$ cat src/rtl/nn_pkg.sv
// Shared widths and state encoding for the hidden-layer neuron MAC columns.
// Latency: n/a (types and constants only).
// Backpressure: n/a.
package nn_pkg;
    localparam int X_W     = 16;
    localparam int W_W     = 21;
    localparam int ADDR_W  = 9;
    localparam int ACC_W   = X_W + W_W + 9;
    localparam int N_IN_C4 = 300;

    typedef enum logic [1:0] {
        IDLE  = 2'd0,
        RUN   = 2'd1,
        DRAIN = 2'd2,
        DONE  = 2'd3
    } mac_state_t;
endpackage

$ cat src/rtl/mac_acc.sv
// Registered signed multiplier feeding a signed accumulator, with clear and enable.
// Latency: product registered 1 cycle after en, folded into acc the cycle after.
// Backpressure: none; caller gates en and holds acc by not asserting clr.
module mac_acc
    import nn_pkg::*;
#(
    parameter int X_W   = nn_pkg::X_W,
    parameter int W_W   = nn_pkg::W_W,
    parameter int ACC_W = nn_pkg::ACC_W
) (
    input  logic                    clk,
    input  logic                    rst_n,
    input  logic                    clr,
    input  logic                    en,
    input  logic signed [X_W-1:0]   x,
    input  logic signed [W_W-1:0]   w,
    output logic signed [ACC_W-1:0] acc
);
    localparam int P_W = X_W + W_W;

    logic signed [P_W-1:0] prod;
    logic                  prod_v;

    always_ff @(posedge clk or negedge rst_n) begin
        if (!rst_n) begin
            prod   <= '0;
            prod_v <= 1'b0;
            acc    <= '0;
        end else if (clr) begin
            prod   <= '0;
            prod_v <= 1'b0;
            acc    <= '0;
        end else begin
            prod_v <= en;
            if (en)
                prod <= P_W'(x) * P_W'(w);
            if (prod_v)
                acc <= acc + ACC_W'(prod);
        end
    end
endmodule

$ cat src/rtl/neuron_mac_c4.sv
// Column-4 dot product: streams N_IN features against weight ROM, emits the (optionally ReLU'd) sum.
// Latency: N_IN+2 cycles from start to out_valid at full input rate.
// Backpressure: x_ready only in RUN; result held in DONE until out_ready.
module neuron_mac_c4
    import nn_pkg::*;
#(
    parameter int N_IN   = N_IN_C4,
    parameter int ADDR_W = nn_pkg::ADDR_W,
    parameter int X_W    = nn_pkg::X_W,
    parameter int W_W    = nn_pkg::W_W,
    parameter int ACC_W  = nn_pkg::ACC_W,
    parameter bit RELU   = 1'b1
) (
    input  logic                  clk,
    input  logic                  rst_n,
    input  logic                  start,
    input  logic signed [X_W-1:0] x_data,
    input  logic                  x_valid,
    output logic                  x_ready,
    output logic [ADDR_W-1:0]     adrs_clm,
    input  logic signed [W_W-1:0] w_in,
    output logic [ACC_W-1:0]      out_data,
    output logic                  out_valid,
    input  logic                  out_ready,
    output logic                  busy
);
    mac_state_t state, state_nx;
    logic [ADDR_W-1:0]       cnt;
    logic                    clr;
    logic                    accept;
    logic                    last;
    logic signed [ACC_W-1:0] acc;

    assign last = (cnt == ADDR_W'(N_IN - 1));

    always_ff @(posedge clk or negedge rst_n) begin
        if (!rst_n)
            state <= IDLE;
        else
            state <= state_nx;
    end

    always_comb begin
        state_nx  = state;
        x_ready   = 1'b0;
        out_valid = 1'b0;
        clr       = 1'b0;
        accept    = 1'b0;
        case (state)
            IDLE: begin
                if (start) begin
                    state_nx = RUN;
                    clr      = 1'b1;
                end
            end
            RUN: begin
                x_ready = 1'b1;
                if (x_valid) begin
                    accept = 1'b1;
                    if (last)
                        state_nx = DRAIN;
                end
            end
            // One bubble lets the final registered product reach acc.
            DRAIN: state_nx = DONE;
            DONE: begin
                out_valid = 1'b1;
                if (out_ready)
                    state_nx = IDLE;
            end
            default: state_nx = IDLE;
        endcase
    end

    // cnt doubles as the ROM address, so it parks on the last index until the result drains.
    always_ff @(posedge clk or negedge rst_n) begin
        if (!rst_n)
            cnt <= '0;
        else if (clr)
            cnt <= '0;
        else if (accept && !last)
            cnt <= cnt + ADDR_W'(1);
        else if (state == DONE && out_ready)
            cnt <= '0;
    end

    mac_acc #(
        .X_W   (X_W),
        .W_W   (W_W),
        .ACC_W (ACC_W)
    ) u_mac_acc (
        .clk   (clk),
        .rst_n (rst_n),
        .clr   (clr),
        .en    (accept),
        .x     (x_data),
        .w     (w_in),
        .acc   (acc)
    );

    assign adrs_clm = cnt;
    assign busy     = (state != IDLE);
    assign out_data = (RELU && acc < 0) ? '0 : acc;
endmodule
$ cat config.mk
export PLATFORM = sky130hd
export DESIGN_NAME = neuron_mac_c4
export DESIGN_NICKNAME = d
export VERILOG_FILES = /design/src/rtl/nn_pkg.sv /design/src/rtl/mac_acc.sv /design/src/rtl/neuron_mac_c4.sv
export SDC_FILE = /design/constraint.sdc
export NUM_CORES = 1
export LEC_CHECK = 0
export CAP_MARGIN = 20
export CORE_MARGIN = 3
export CORE_UTILIZATION = 40
export CTS_BUF_LIST = sky130_fd_sc_hd__clkbuf_8
export DETAILED_ROUTE_END_ITERATION = 6
export SYNTH_ARGS = -nofsm -noshare
export SYNTH_HDL_FRONTEND = slang
export SYNTH_SLANG_ARGS = --single-unit
$ cat constraint.sdc
create_clock -name clk -period 2.55 [get_ports clk]
set_input_delay 0.51 -clock clk [delete_from_list [all_inputs] [get_ports clk]]
set_output_delay 0.51 -clock clk [all_outputs]
set_load 0.05 [all_outputs]
# Word-level counts from Yosys, hierarchy flattened

Index checks and enable logic that the tools add are counted.

Add/sub/neg operators: 2
Multipliers: 1
Div/mod/pow operators: 0
Magnitude comparators: 1
Equality and inequality tests: 8
Shift-type cells: 0
Multiplexer cells: 20
Bitwise gates (word level): 0
Reductions and logical operators: 9

Operators with widths:

| operator                                                               | count |
|---|---|
| 46-bit 2-to-1 mux                                                      | 3 |
| 37-bit 2-to-1 mux                                                      | 2 |
| 46-bit by 37-bit adder with 46-bit output                              | 1 |
| 46-bit by 1-bit < comparator with 1-bit output (second input constant) | 1 |
| 16-bit by 21-bit multiplier with 37-bit output                         | 1 |
| 9-bit 2-to-1 mux                                                       | 3 |
| 9-bit by 1-bit adder with 9-bit output (second input constant)         | 1 |
| 9-bit == test (second input constant)                                  | 1 |
| 2-bit 2-to-1 mux                                                       | 4 |
| 2-bit != test (second input constant)                                  | 4 |
| 2-bit case mux with 4 select lines                                     | 1 |
| 1-bit 2-to-1 mux                                                       | 7 |
| 2-bit nonzero test                                                     | 3 |
| 2-bit == test (second input constant)                                  | 2 |
| 4-bit AND reduction                                                    | 1 |
| 3-bit nonzero test                                                     | 1 |
| 2-bit by 1-bit == test with 1-bit output (second input constant)       | 1 |
| 1-bit logical AND                                                      | 2 |
| 2-bit logical NOT                                                      | 1 |
| 1-bit logical NOT                                                      | 1 |

Flip-flop bits (word level): 95
Latch bits: 0
Bits in writable memories: 0
ROM bits: 0
Input bits: 42
Output and inout bits: 58
Word-level logic and storage cells: 46
Memories kept: 0

# Logic depth before layout (Yosys ltp)

Depth after elaboration: 5
Mapped depth: 24
Mapped depth without buffers: 23

# By module

From an unflattened synthesis, not the netlist that was laid out.

Cells, all modules: 2148
Area, all modules: 19067.0 um2

Modules (own cells, without submodules):

| module        | instances | cells an instance | area each (um2) | sequential area each (um2) |
|---|---|---|---|---|
| mac_acc       | 1         | 2023              | 18023.5         | 2102.0 |
| neuron_mac_c4 | 1         | 125               | 1043.5          | 275.3 |

# Worst setup path after synthesis

OpenSTA, ideal clock, no wires.

Kind: input port to flip-flop
Start point: input port x_data[1]
End point: register u_mac_acc.prod[25]
Library setup time: 0.122 ns
Arrival time: 6.063 ns
Data required time: 2.428 ns
Path slack: -3.635 ns
Stages: 23
Path buffers: 1
Cell sequence: clkbuf_1 nand2_1 fa_1 inv_1 fa_1 inv_1 fa_1 inv_1 fa_1 inv_1 fa_1 inv_1 fa_1 ha_1 a21oi_1 o21ai_0 a311oi_1 o21a_1 a21bo_1 a21boi_1 o21a_1 or3_1 a32o_1

Longest elaborated chain between the ends: 3

RTL lines:

| item                                           | line                | RTL |
|---|---|---|
| from (decl)                                    | neuron_mac_c4.sv:17 | `input logic signed [X_W-1:0] x_data,` |
| 16-bit by 21-bit multiplier with 37-bit output | mac_acc.sv:36       | `prod <= P_W'(x) * P_W'(w);` |
| 37-bit 2-to-1 mux                              | mac_acc.sv:35       | `if (en)` |
| 37-bit 2-to-1 mux                              | mac_acc.sv:29       | `end else if (clr) begin` |
| to (signal assigned)                           | mac_acc.sv:36       |  |
| to (decl)                                      | mac_acc.sv:21       | `logic signed [P_W-1:0] prod;` |

Every way passes these cells. The select of a mux whose other input is x is not followed.
A chain may end at the register's enable or synchronous reset.

# Worst setup path after layout

Start point: input port w_in[11]
End point: register u_mac_acc.prod[32]

Longest elaborated chain between the ends: 3

RTL lines:

| item                                           | line                | RTL |
|---|---|---|
| from (decl)                                    | neuron_mac_c4.sv:21 | `input logic signed [W_W-1:0] w_in,` |
| 16-bit by 21-bit multiplier with 37-bit output | mac_acc.sv:36       |  |
| 37-bit 2-to-1 mux                              | mac_acc.sv:35       |  |
| 37-bit 2-to-1 mux                              | mac_acc.sv:29       |  |

Every way passes these cells. The select of a mux whose other input is x is not followed.

==> qor.csv <==
metric;value;unit
outcome;finished, violations left;
violated checks;setup timing;
worst hold slack;0.121;ns
global-route wire length before repair;87200;um
GPL Wtd Cong;0.909;
Pre-Repair DR Iteration Count;5;
initial antenna violation count;0;
die height;225;um
CP max-delay cell;fa_2;
Overflow after GRT;0;
Layout fillers;4298;
Syn Inst Count;2199;
setup TNS;-92.68;ns
Diodes inserted;0;
vias in the first global route;17205;
Syn Area/Cell;8.71;um2
hold_buf cts;0;
max_slew headroom;0.537;
Num CTS Buffers;9;
Slew Limit Fails;0;
setup ws final;-3.34;ns
WP data arrival;6.14;ns
CTS H-tree lvls;3;
Post-Place Cell Area;23300;um2
Worst setup EP type;flip-flop;
Setup crit start kind;input pin;
Top FF cell, synth;dfrtp_1;
clk sinks;95;
CP cell instances;buf_4 > nand2_4 > fa_1 > inv_2 > fa_1 > inv_2 > fa_2 > inv_2 > fa_1 > inv_2 > fa_1 > inv_1 > fa_1 > ha_4 > and4_4 > nand4_1 > or3_4 > a21oi_4 > o211ai_4 > a21oi_4 > buf_4 > o211ai_1 > a21boi_1 > o221ai_1;
fin area;25100;um2
clock skew;0.0239;ns
DIE AREA;50600;um2
Final HPWL DP;44100;um
synth unique cells;76;
layout cell share with drive strength beyond 1;0.277;
CTS Buffer Depth;2;
clk slew on worst S/H paths;0.11;ns
CTS tree;yes;
# IOs;100;
pin count of the biggest net entering global routing;46;
syn_nets;2717;
Initial Util;0.408;
drt total wl;52300;um
Maximum Capacitance Violations;0;
final hold vios;0;
crit share post-route;2.31;
Cell Area, Synth;19200;um2
number of buffer and inverter stages on the critical path;7;
Clk Latency, worst-skew pair;0.40;ns
die width;225;um
Final Critical Period;5.89;ns
crit-path max cell delay;0.56;ns
Synth area leader;fa_1;
crit path kind;in -> reg;
largest family of logic cells by synthesized area;adder cells;
worst min path class;in -> async;
proportion of synthesized area in mux cells;0.0146;
Max Fclk;170;MHz
Synth Area in Simple Gates;0.176;
fin cells;3206;
FP Rows;79;
Seq cells post-synth;95;
total track usage;0.212;
Root Buffer Master;clkbuf_8;
xor/xnor cell area share of the yosys netlist;0.0306;
Yosys Warn Count;0;
Core ar.;47000;um2
Port Buffers;98;
worst-path fanout max;6;
RSZ-0062 raised after global routing;true;
Top cell by count, worst path;fa_1;
# nets final;3112;
Area Overhead vs Synth;31.2;%
vias per cell;5.01;
placed cell count;3139;
Post-Synth Adder-Cell Area;0.441;
sequential area share after synthesis;0.124;
Final Setup Violations;56;
share of the synthesized area in the top cell type;0.348;
most frequent cells after synthesis;inv_1, fa_1, nand2_1;
async set-reset flop share out of synthesis;1.00;
Iter 0 DRT Violations;776;
Synth Area in Compound Gates;0.115;
wire per inst;16.3;um
antenna-violating nets left;0;
via count;16065;
most common cell in the synthesized netlist;inv_1;
WP data required;2.80;ns
number of remaining DRC errors;0;
worst-margin pin slew;0.695;ns
Top delay family on crit path;adder cells;
Area contributors post-synth;fa_1, dfrtp_1, ha_1;
Post-synth EDFFs;0;
area by class of cell:
class	count	area, um2	area share
multi-input combinational	1605	16100	0.642
sequential	95	2380	0.0948
clock buffer	9	124	0.00493
clock inverter	7	100	0.00398
inverter	405	1530	0.0607
tap	607	759	0.0302
timing repair buffer	478	4110	0.163
cells by family after synthesis:
| group | after synthesis |
|---|---|
| and+or+nand+nor | 700 |
| buffers and inverters | 499 |
| adders and majority gates | 476 |
| AOI/OAI and AO/OA | 333 |
| DFF | 95 |
| xor gates and xnor gates | 67 |
| muxes | 28 |
| other | 1 |
state kept, by name (all words and copies together), names as in the netlist:
name / cells
adrs_clm: 9
state: 2
u_mac_acc.acc: 46
u_mac_acc.prod: 37
u_mac_acc.prod_v: 1
routing by layer:
layer / GRT usage / part of all wire / up-vias / wire length (um)
met5: 0 / 0 / - / 0
met4: 0.0496 / 0.019 / 0 / 972
met3: 0.0221 / 0.035 / 55 / 1850
met2: 0.365 / 0.49 / 301 / 25400
met1: 0.289 / 0.46 / 8035 / 24100
li1: - / - / 7674 / -
stage by stage:
stage	setup WS [ns]	utilization
6_report	-3.34	0.535
3_3_place_gp	-4.13	0.497
5_1_grt	-3.49	0.535
3_5_place_dp	-4.19	0.497
2_1_floorplan	-3.35	-
4_1_cts	-3.32	0.526
layout by cell type (no fill, tap or decap), types with 12 or more instances in the layout:
cell and n:
and3_1 14, a21oi_1 86, buf_4 345, nand2b_1 13
and2_4 17, nand4_1 13, clkdlybuf4s50_1 14, inv_1 375
fa_1 311, o21ai_0 47, mux2i_1 28, buf_12 13
a21oi_2 25, nor2b_1 55, ha_4 40, nor3_1 16
xor2_1 20, dfrtp_1 91, ha_1 98, nand2_1 276
o21a_1 18, inv_2 29, o21ai_2 12, xnor2_1 35
fa_2 22, nor2_1 94, and2_1 111, a21o_1 32
buf_6 69, nand3_1 30
timing repair:
item,in CTS,in global routing
setup endpoints to repair,61,64
gates resized for setup,328,108
buffers inserted,43,19
endpoints found under the hold margin,0,0
pin swaps,155,98
path summary, 6_finish.rpt:
path | slack (ns) | depth (start not counted) | end | from
setup / recovery | -3.34 | 24 | u_mac_acc.prod[32] | w_in[11]
hold / removal | 0.12 | 1 | state[1] | rst_n
setup reg to reg | -0.38 | 15 | u_mac_acc.acc[12] | u_mac_acc.prod[0]
hold reg to reg | 0.53 | 2 | u_mac_acc.prod[31] | u_mac_acc.prod[31]
max in group asynchronous | 1.83 | 2 | u_mac_acc.prod_v | rst_n
min in group clk | 0.53 | 2 | u_mac_acc.prod[31] | u_mac_acc.prod[31]
Power is left out: the tool's default activity adds up to more than one toggle a clock period on the data nets, which glitch-free logic cannot reach.
